--- src/rtl/hydra_pkg.sv ---
// Shared types and constants for the packet buffer read/write paths.
// Page geometry, bank count, descriptor layout and reader FSM states.
package hydra_pkg;
    localparam int PAGE_WORDS = 8;
    localparam int BANK_NUM   = 32;
    localparam int BANK_W     = 5;
    localparam int LEN_MAX    = 256;
    localparam int PAGE_W_DEF = 11;
    localparam int LEN_W_DEF  = 9;

    typedef enum logic [1:0] {IDLE, SOP, READ, DRAIN} rd_state_e;

    typedef struct packed {
        logic [BANK_W-1:0]     bank;
        logic [PAGE_W_DEF-1:0] page;
        logic [LEN_W_DEF-1:0]  len;
    } pkt_desc_t;
endpackage

--- src/rtl/port_reader_fifo.sv ---
// Output skid FIFO: DEPTH entries, occupancy on count.
// Latency: write visible on pop_dat the cycle after push.
// Backpressure: none internally; the writer must not push when full.
module port_reader_fifo #(
    parameter int W     = 16,
    parameter int DEPTH = 4
) (
    input  logic                   clk,
    input  logic                   rst_n,
    input  logic                   push_vld,
    input  logic [W-1:0]           push_dat,
    input  logic                   pop_rdy,
    output logic [W-1:0]           pop_dat,
    output logic [$clog2(DEPTH):0] count
);
    localparam int AW = $clog2(DEPTH);

    logic [W-1:0]  mem_q [DEPTH];
    logic [AW-1:0] wr_ptr_q, wr_ptr_d, rd_ptr_q, rd_ptr_d;
    logic [AW:0]   cnt_q, cnt_d;

    always_comb begin
        wr_ptr_d = wr_ptr_q;
        rd_ptr_d = rd_ptr_q;
        cnt_d    = cnt_q;
        if (push_vld) wr_ptr_d = wr_ptr_q + AW'(1);
        if (pop_rdy)  rd_ptr_d = rd_ptr_q + AW'(1);
        case ({push_vld, pop_rdy})
            2'b10:   cnt_d = cnt_q + (AW+1)'(1);
            2'b01:   cnt_d = cnt_q - (AW+1)'(1);
            default: cnt_d = cnt_q;
        endcase
    end

    always_ff @(posedge clk or negedge rst_n) begin
        if (!rst_n) begin
            wr_ptr_q <= '0;
            rd_ptr_q <= '0;
            cnt_q    <= '0;
        end else begin
            wr_ptr_q <= wr_ptr_d;
            rd_ptr_q <= rd_ptr_d;
            cnt_q    <= cnt_d;
        end
    end

    always_ff @(posedge clk) begin
        if (push_vld) mem_q[wr_ptr_q] <= push_dat;
    end

    assign pop_dat = mem_q[rd_ptr_q];
    assign count   = cnt_q;
endmodule

--- src/rtl/port_reader.sv ---
// Egress reader: walks a packet's page chain in bank SRAM and streams it out.
// Latency: rd_sop 1 cycle after descriptor accept, first word 2 cycles after rd_sop.
// Backpressure: out_rdy stalls pops; reads throttle so FIFO + in-flight never overflow.
// Optional PORT_READER_STATS_EN adds pkt_cnt/word_cnt/stall_cnt.
module port_reader
    import hydra_pkg::*;
#(
    parameter int DATA_W     = 16,
    parameter int PAGE_W     = 11,
    parameter int LEN_W      = 9,
    parameter int FIFO_DEPTH = 4
) (
    input  logic              clk,
    input  logic              rst_n,
    input  logic              desc_vld,
    output logic              desc_rdy,
    input  logic [4:0]        desc_bank,
    input  logic [PAGE_W-1:0] desc_page,
    input  logic [LEN_W-1:0]  desc_len,
    output logic              sram_rd_en,
    output logic [4:0]        sram_rd_bank,
    output logic [PAGE_W+2:0] sram_rd_addr,
    input  logic [DATA_W-1:0] sram_dout,
    output logic              nxt_rd_en,
    output logic [PAGE_W-1:0] nxt_rd_addr,
    input  logic [PAGE_W-1:0] nxt_rd_data,
    output logic              free_en,
    output logic [PAGE_W-1:0] free_addr,
    input  logic              out_rdy,
    output logic              rd_sop,
    output logic              rd_vld,
    output logic [DATA_W-1:0] rd_data,
    output logic              rd_eop,
    output logic              err_len0
`ifdef PORT_READER_STATS_EN
    ,
    output logic [31:0]       pkt_cnt,
    output logic [31:0]       word_cnt,
    output logic [31:0]       stall_cnt
`endif
);
    localparam int CNT_W = $clog2(FIFO_DEPTH) + 1;

    rd_state_e         state_q, state_d;
    pkt_desc_t         desc_q, desc_d;
    logic [LEN_W-1:0]  issued_q, issued_d, popped_q, popped_d;
    logic [2:0]        off_q, off_d;
    logic [PAGE_W-1:0] page_q, page_d, succ_q, succ_d;
    logic              inflight_q, inflight_d, nxt_pend_q, nxt_pend_d, err_q, err_d;

    logic [DATA_W-1:0] fifo_dat;
    logic [CNT_W-1:0]  fifo_cnt;
    logic              issue, pop, eop, page_end, last_word;
    logic [LEN_W-1:0]  len_m1;

    assign len_m1    = desc_q.len - LEN_W'(1);
    assign issue     = (state_q == SOP || state_q == READ) && (issued_q != desc_q.len) &&
                       ((32'(fifo_cnt) + 32'(inflight_q)) < FIFO_DEPTH);
    assign page_end  = (off_q == 3'(PAGE_WORDS - 1));
    assign last_word = (issued_q == len_m1);
    assign pop       = (state_q == READ || state_q == DRAIN) && (fifo_cnt != '0) && out_rdy;
    assign eop       = pop && (popped_q == len_m1);

    always_comb begin
        state_d    = state_q;
        desc_d     = desc_q;
        issued_d   = issued_q;
        popped_d   = popped_q;
        off_d      = off_q;
        page_d     = page_q;
        succ_d     = succ_q;
        err_d      = 1'b0;
        inflight_d = issue;
        nxt_pend_d = issue && (off_q == 3'd0);

        // Successor lands one cycle after the next-table strobe; used at the page wrap.
        if (nxt_pend_q) succ_d = nxt_rd_data;
        if (issue) begin
            issued_d = issued_q + LEN_W'(1);
            off_d    = off_q + 3'd1;
            if (page_end) page_d = succ_q;
        end
        if (pop) popped_d = popped_q + LEN_W'(1);

        case (state_q)
            IDLE: begin
                if (desc_vld) begin
                    if (desc_len == '0) begin
                        err_d = 1'b1;
                    end else begin
                        desc_d.bank = desc_bank;
                        desc_d.page = desc_page;
                        desc_d.len  = desc_len;
                        issued_d    = '0;
                        popped_d    = '0;
                        off_d       = 3'd0;
                        page_d      = desc_page;
                        state_d     = SOP;
                    end
                end
            end
            SOP:     state_d = READ;
            READ:    if (issued_d == desc_q.len) state_d = DRAIN;
            DRAIN:   if (eop) state_d = IDLE;
            default: state_d = IDLE;
        endcase
    end

    always_ff @(posedge clk or negedge rst_n) begin
        if (!rst_n) begin
            state_q    <= IDLE;
            desc_q     <= '0;
            issued_q   <= '0;
            popped_q   <= '0;
            off_q      <= '0;
            page_q     <= '0;
            succ_q     <= '0;
            inflight_q <= 1'b0;
            nxt_pend_q <= 1'b0;
            err_q      <= 1'b0;
        end else begin
            state_q    <= state_d;
            desc_q     <= desc_d;
            issued_q   <= issued_d;
            popped_q   <= popped_d;
            off_q      <= off_d;
            page_q     <= page_d;
            succ_q     <= succ_d;
            inflight_q <= inflight_d;
            nxt_pend_q <= nxt_pend_d;
            err_q      <= err_d;
        end
    end

    port_reader_fifo #(
        .W     (DATA_W),
        .DEPTH (FIFO_DEPTH)
    ) u_fifo (
        .clk      (clk),
        .rst_n    (rst_n),
        .push_vld (inflight_q),
        .push_dat (sram_dout),
        .pop_rdy  (pop),
        .pop_dat  (fifo_dat),
        .count    (fifo_cnt)
    );

    assign desc_rdy     = (state_q == IDLE);
    assign rd_sop       = (state_q == SOP);
    assign sram_rd_en   = issue;
    assign sram_rd_bank = desc_q.bank;
    assign sram_rd_addr = {page_q, off_q};
    assign nxt_rd_en    = issue && (off_q == 3'd0);
    assign nxt_rd_addr  = page_q;
    assign free_en      = issue && (page_end || last_word);
    assign free_addr    = free_en ? page_q : '0;
    assign rd_vld       = pop;
    assign rd_data      = pop ? fifo_dat : '0;
    assign rd_eop       = eop;
    assign err_len0     = err_q;

`ifdef PORT_READER_STATS_EN
    logic [31:0] pkt_cnt_q, pkt_cnt_d, word_cnt_q, word_cnt_d, stall_cnt_q, stall_cnt_d;

    always_comb begin
        pkt_cnt_d   = pkt_cnt_q + {31'b0, eop};
        word_cnt_d  = word_cnt_q + {31'b0, pop};
        stall_cnt_d = stall_cnt_q + {31'b0, (fifo_cnt != '0) && !out_rdy};
    end

    always_ff @(posedge clk or negedge rst_n) begin
        if (!rst_n) begin
            pkt_cnt_q   <= '0;
            word_cnt_q  <= '0;
            stall_cnt_q <= '0;
        end else begin
            pkt_cnt_q   <= pkt_cnt_d;
            word_cnt_q  <= word_cnt_d;
            stall_cnt_q <= stall_cnt_d;
        end
    end

    assign pkt_cnt   = pkt_cnt_q;
    assign word_cnt  = word_cnt_q;
    assign stall_cnt = stall_cnt_q;
`endif
endmodule

--- config.mk ---
export PLATFORM = sky130hd
export DESIGN_NAME = port_reader
export DESIGN_NICKNAME = d
export VERILOG_FILES = /design/src/rtl/hydra_pkg.sv /design/src/rtl/port_reader_fifo.sv /design/src/rtl/port_reader.sv
export SDC_FILE = /design/constraint.sdc
export NUM_CORES = 1
export LEC_CHECK = 0
export CORE_ASPECT_RATIO = 0.7
export CORE_UTILIZATION = 42
export CTS_CLUSTER_SIZE = 40
export DETAILED_ROUTE_END_ITERATION = 6
export DONT_BUFFER_PORTS = 1
export SETUP_SLACK_MARGIN = 0.4
export SLEW_MARGIN = 20
export SYNTH_ARGS = -nofsm -noshare
export SYNTH_HDL_FRONTEND = slang
export SYNTH_SLANG_ARGS = --single-unit
export TNS_END_PERCENT = 20
--- constraint.sdc ---
create_clock -name clk -period 3.5 [get_ports clk]
set_input_delay 0.35 -clock clk [delete_from_list [all_inputs] [get_ports clk]]
set_output_delay 0.35 -clock clk [all_outputs]
set_load 0.005 [all_outputs]
Yosys cells after proc, flatten, opt, wreduce, memory -nomap -nowiden
Memories as Yosys holds them, arrays and structs flattened. Cells that the tools add are included.

Reductions and logical operators: 17. Bitwise gates (word level): 1. Divide/modulo/power cells: 0. $mul: 0. Shifts and indexed selects: 0. Equal/unequal tests: 14. $lt $le $gt $ge: 1. Add/subtract/negate cells: 9. Multiplexer cells: 30.

Operators by type and width (number): 9-bit two-way mux (8); 11-bit two-way mux (6); 9-bit == test (3); 9-bit by 1-bit adder with 9-bit output, second input constant (2); 16-bit two-way mux (1); 3-bit two-way mux (4); 9-bit zero test (1); 9-bit inequality test (1); 9-bit by 1-bit subtractor with 9-bit output, second input constant (1); 2-bit two-way mux (4); 2-bit one-hot mux with 4 select lines (1); 1-bit logical AND (7); 3-bit by 1-bit adder with 3-bit output, second input constant (2); 2-bit == test, second input constant (3); 2-bit inequality test, second input constant (3); 3-bit one-hot mux with 2 select lines (1); 1-bit two-way mux (5); 2-bit by 1-bit adder with 2-bit output, second input constant (2); 3-bit by 1-bit adder with 4-bit output (1); 2-bit by 1-bit == test with 1-bit output, second input constant (2); 4-bit by 3-bit less-than comparator with 1-bit output, second input constant (1); 4-bit AND reduction (1); 3-bit == test, second input constant (1); 3-bit zero test (1); other kinds (8) (10).

Memory bits (writable): 64. Logic and storage cells: 87. Output and inout port bits: 65. Bits in latches: 0. Register bits after elaboration: 69. Memory bits (read-only): 0. Memories: 1. Bits of input ports: 56.

Memories: u_fifo.mem_q (words 4, bits a word 16, rd ports 1, clocked after Yosys merged registers in 0, write ports 1, RTL line port_reader_fifo.sv:18) `logic [W-1:0] mem_q [DEPTH];`.

Longest topological paths before layout
Word-level depth: 8. Gate-level depth with buffers: 13. Depth with buffers taken out: 11.

Hierarchy
Synthesis repeated with hierarchy kept, for this count alone.

Cells, all modules: 529. Area total of the unflattened synthesis: 6576.3 um^2.

Modules (own cells, without submodules): port_reader (sequential area each 1551.5 um^2, cells an instance 411, area an instance 3838.7 um^2, times used 1); port_reader_fifo (sequential area each 2097.0 um^2, cells an instance 118, area an instance 2737.6 um^2, times used 1).

Worst setup path before layout
Ideal clock, no wire load.

Kind: register to register. From: register desc_q[1] (netlist bit). To: register state_q[1]. Arrival: 3037 ps. Path buffers: 2. Cell stages (with the launch flop): 13. Path slack: 338 ps. Period minus slack after synthesis: 3162 ps. Required time: 3375 ps. Setup time: 125 ps. Cells stage by stage: dfrtp_1 > clkbuf_1 > inv_1 > ha_1 > buf_2 > or4b_4 > or4_4 > xnor2_1 > nand2_1 > nor4b_4 > nor2b_1 > a311o_1 > mux2_4.

Elaborated cells between the ends (all ways): 11. Those cells by class: 1 x add/sub; 5 x eq/ne; 1 x mux; 4 x reduce/logical.

RTL lines: start: declaration (RTL line port_reader.sv:45) `pkt_desc_t desc_q, desc_d;`; start signal: assignment (RTL line port_reader.sv:123) `desc_q <= desc_d;`; 9-bit by 1-bit subtractor with 9-bit output (RTL line port_reader.sv:56) `assign len_m1 = desc_q.len - LEN_W'(1);`; 9-bit == test (RTL line port_reader.sv:62) `assign eop = pop && (popped_q == len_m1);`; 1-bit logical AND (RTL line port_reader.sv:62); via rd_eop (RTL line port_reader.sv:33) `output logic rd_eop,`; 2-bit inequality test (no line); 4-bit AND reduction (no line); end signal: assignment (RTL line port_reader.sv:122) `state_q <= state_d;`; end: declaration (RTL line port_reader.sv:44) `rd_state_e state_q, state_d;`.

The timed path passes the listed nets, and every way through them passes these cells. A chain may end at the register's enable or synchronous reset.

Final worst setup path
From: register desc_q[1] (netlist bit). To: output free_addr[8].

Cells in the longest elaborated chain, start to end: 5. Elaborated cells between the ends (all ways): 8. Those cells by class: 1 x add/sub; 2 x eq/ne; 1 x mux; 4 x reduce/logical.

Ends and longest elaborated chain: 9-bit by 1-bit subtractor with 9-bit output or 9-bit inequality test (tied branches) (RTL line port_reader.sv:56, port_reader.sv:57); 9-bit == test or 1-bit logical AND (tied branches) (RTL line port_reader.sv:60, port_reader.sv:57); 1-bit logical OR or 1-bit logical AND (tied branches) (RTL line port_reader.sv:155, port_reader.sv:57); 1-bit logical AND * (RTL line port_reader.sv:155) `assign free_en = issue && (page_end || last_word);`; 11-bit two-way mux * (RTL line port_reader.sv:156) `assign free_addr = free_en ? page_q : '0;`; end: declaration (RTL line port_reader.sv:28) `output logic [PAGE_W-1:0] free_addr,`.

Every way passes the cells marked *; elsewhere a longest branch is shown, timed or not.

==> flow_summary_export.csv <==
group,metric,value,unit
synthesis,yosys_register_bits,133,
route,via_count,4130,
timing,min_period,3.309,ns
die,io_pins,121,
synthesis,synth_area_leaders,"edfxtp_1 (29%), dfrtp_1 (26%), mux4_2 (5.5%)",
grt,grt_usage,0.1858,
critical_path,crit_path_end,"free_addr[8]",
timing,finalSetupViolCount,0,
cts,cts_buffers,17,
final_layout,layout_commonest_cell,"dfrtp_1",
final_layout,synthToLayoutAreaGrowth,15.51,%
hold_path,hp-class,"in2reg",
cts,cts_max_level,4,
route,drt_iter0_markers,314,
critical_path,r2r_start,"issued_q[8]",
placed_design,dp_hpwl,9505,um
route,wl_per_cell,18.74,um
critical_path,required,3.15,ns
pwr,comb_power_share,0.330,
grt,gr-total-overflow,0,
route,drtAntennaViolNets,0,
final_layout,layout_common_cells,"dfrtp_1 (66), edfxtp_1 (64), nand2_1 (42)",
grt,grt_pass1_wl,22100,um
critical_path,startpoint,"desc_q[1]",
cts,max-clock-path-buffers,2,
timing,finalCritPeriodShare,0.9453,
cts,clk_latency,0.42,ns
grt,grt_pass1_vias,4081,
die,fp.dieW,151.4,um
pwr,p_clk_frac,0.286,
critical_path,max_stage_delay,0.46,ns
cts,cts_tree,"yes",
synthesis,netlist_area,6560,sq um
synthesis,synth_edf_count,64,
synthesis,synth_top_area_cell,"edfxtp_1",
critical_path,r2r_slack,0.42,ns
synthesis,synthDistinctLibCells,52,
timing,rsz0062_at_grt,"true",
pwr,powerDensity,875.6,nW/um^2
pwr,seqPwrFrac,0.385,
final_layout,finalNetCount,619,
synthesis,yosysWarnings,0,
synthesis,synth_cells,538,
route,vias_per_cell,5.470,
route,drc,0,
flow_run,cap_violations,0,
pwr,internal_power,4352,uW
critical_path,cpLargestDelayFamily,"simple AND/OR/NAND/NOR gates",
critical_path,crit_buf_inv,2,
die,start_util,0.4387,
grt,grt_max_degree,70,
placed_design,io_buffers,0,
die,core-area,14950,sq um
synthesis,syn_nets,610,
route,routed_wl,14150,um
die,rows,37,
run_status,status,"complete, no violations",
critical_path,crit_arrival,2.96,ns
timing,hold_violations,0,
synthesis,ys_async_sr_fraction,0.5188,
grt,antenna_found_initial,0,
timing,max_freq,0.3022,GHz
critical_path,cp-start-kind,"flip-flop",
synthesis,yosys.area.top_type_share,0.2930,
critical_path,crit_cells,10,
timing,maxSlewHeadroom,0.3894,
timing,tightest_slew,0.9159,ns
timing,drv_slew,0,
critical_path,worstSetupPathType,"reg2out",
synthesis,synth.avg_cell_area,12.19,sq um
final_layout,drive_above_1_share,0.1982,
pwr,ir_drop,0.3964,mV
synthesis,synthFlopType,"dfrtp_1",
final_layout,final_cells,755,
timing,skew,0.006809,ns
die,die-area,16130,sq um
timing,fin_setup_tns,0,ns
placed_design,post-place-cells,701,
critical_path,rr_endpoint,"state_q[1]",
critical_path,r2r_cells,8,
die,dieHeight,106.6,um
pwr,power_switching,2282,uW
cts,numClockSinks,133,
placed_design,place_congestion,0.8705,
critical_path,crit_slowest_cell,"or4b_4",
critical_path,worstPathCellList,"inv_2, ha_4, or4b_4, or4_4, xnor2_2, nor4_1, a31oi_1, nor2_1, buf_4, and2_4",
cts,cts_root_buf,"clkbuf_16",
pwr,p_leak,0.002971,uW
cts,clk_pin_slew_worst_paths,0.06,ns
synthesis,yosysSeqAreaShare,0.5562,
final_layout,antenna_cells,0,
pwr,netSwitchingFraction,0.3440,
route,drt_pass1_iterations,4,
critical_path,cp-end-kind,"output pin",
critical_path,crit_fanout,7,
==> cells by family (layout without fill, tap and decap cells) <==
logic type                 after synthesis  in the layout  share of synthesized area
and+or+nand+nor                        157            157                     0.1266
DFF                                    133            133                     0.5562
AOI/OAI and AO/OA                       70             70                    0.06313
buffers and inverters                   65             87                    0.04787
muxes                                   50             50                     0.1118
xor gates and xnor gates                47             47                    0.06275
adders and majority gates               16             16                    0.03166
==> flip-flops by register name, indices dropped and copies added, names as in the netlist, 2 cells and up <==
register and flops:
desc_q 9, u_fifo.count 3, u_fifo.mem_q 64, u_fifo.rd_ptr_q 2, u_fifo.wr_ptr_q 2, off_q 3, succ_q 11, state_q 2
popped_q 9, sram_rd_bank 5, nxt_rd_addr 11, issued_q 9
==> cell usage after synthesis, types with 3 or more instances <==
master,instances
o21ai_0,30
nand3_1,14
mux2_2,22
ha_1,15
nor3b_1,3
buf_1,3
clkbuf_1,23
nor4_1,5
dfrtp_1,69
or3_1,8
or2_2,3
buf_4,16
mux4_2,16
xnor2_1,24
edfxtp_1,64
nor3_1,11
xor2_1,23
inv_1,19
nand4_1,4
a31oi_1,7
mux2i_1,11
nor2_1,24
nand2_1,42
a21oi_1,17
and2_1,32
==> metrics by stage <==
| step | total power (uW) | cell area [sq um] | worst slack, ns | hold WS [ns] | utilization |
|---|---|---|---|---|---|
| after global placement | 4579 | 6678 | 0.4731 | 0.05782 | 0.4466 |
| after detailed placement | 4652 | 6678 | 0.4447 | 0.05806 | 0.4466 |
| after floorplan | 4211 | 6564 | 0.4064 | 0.05441 | - |
| after global routing | 7071 | 7577 | 0.02588 | 0.0002240 | 0.5067 |
| final | 6634 | 7577 | 0.1914 | 0.03272 | 0.5067 |
| after CTS | 6650 | 7432 | 0.1687 | 0.007998 | 0.4970 |
==> metal layers <==
layer / share of wire / up-vias / global-route usage
li1: - / 1924 / -
met1: 0.47 / 2088 / 0.2698
met2: 0.45 / 108 / 0.2573
met3: 0.066 / 10 / 0.06567
met4: 0.0082 / 0 / 0.05571
met5: 0 / - / 0
==> repair_timing <==
item	CTS	global route
hold endpoints to repair	69	52
setup endpoints to repair	13	16
setup buffers	4	2
hold buffers	2	13
pin swaps	3	1
gates cloned	1	0
resized for setup	14	0
==> power by group through the flow <==
stage	Clock (uW)	Combinational, uW	Sequential [uW]
after global routing	2010	2430	2630
final	1900	2190	2550
after global placement	0	2010	2570
after floorplan	0	1900	2310
after CTS	1930	2160	2560
after detailed placement	0	2060	2590
==> worst min path at each step <==
stage / from / end / slack [ns] / cells after the start
2_1_floorplan: rst_n / desc_q[0] / 0.05 / 0
3_3_place_gp: rst_n / nxt_rd_addr[9] / 0.06 / 0
3_5_place_dp: rst_n / nxt_rd_addr[9] / 0.06 / 0
4_1_cts: sram_dout[15] / u_fifo.mem_q[0][15] / 0.008 / 0
5_1_grt: sram_dout[13] / u_fifo.mem_q[1][13] / 0.0002 / 0
6_report: sram_dout[13] / u_fifo.mem_q[2][13] / 0.03 / 0
==> area by class of cell <==
class,instances,area [sq um]
Inverter,20,75.07
Multi-Input combinational cell,340,2645
Clock inverter,8,110.1
Sequential cell,133,3652
Clock buffer,24,535.5
Tap cell,195,244.0
Timing Repair Buffer,35,315.3
Fill cell,1270,7376
Note: power is estimated with default switching activity, not from simulation.
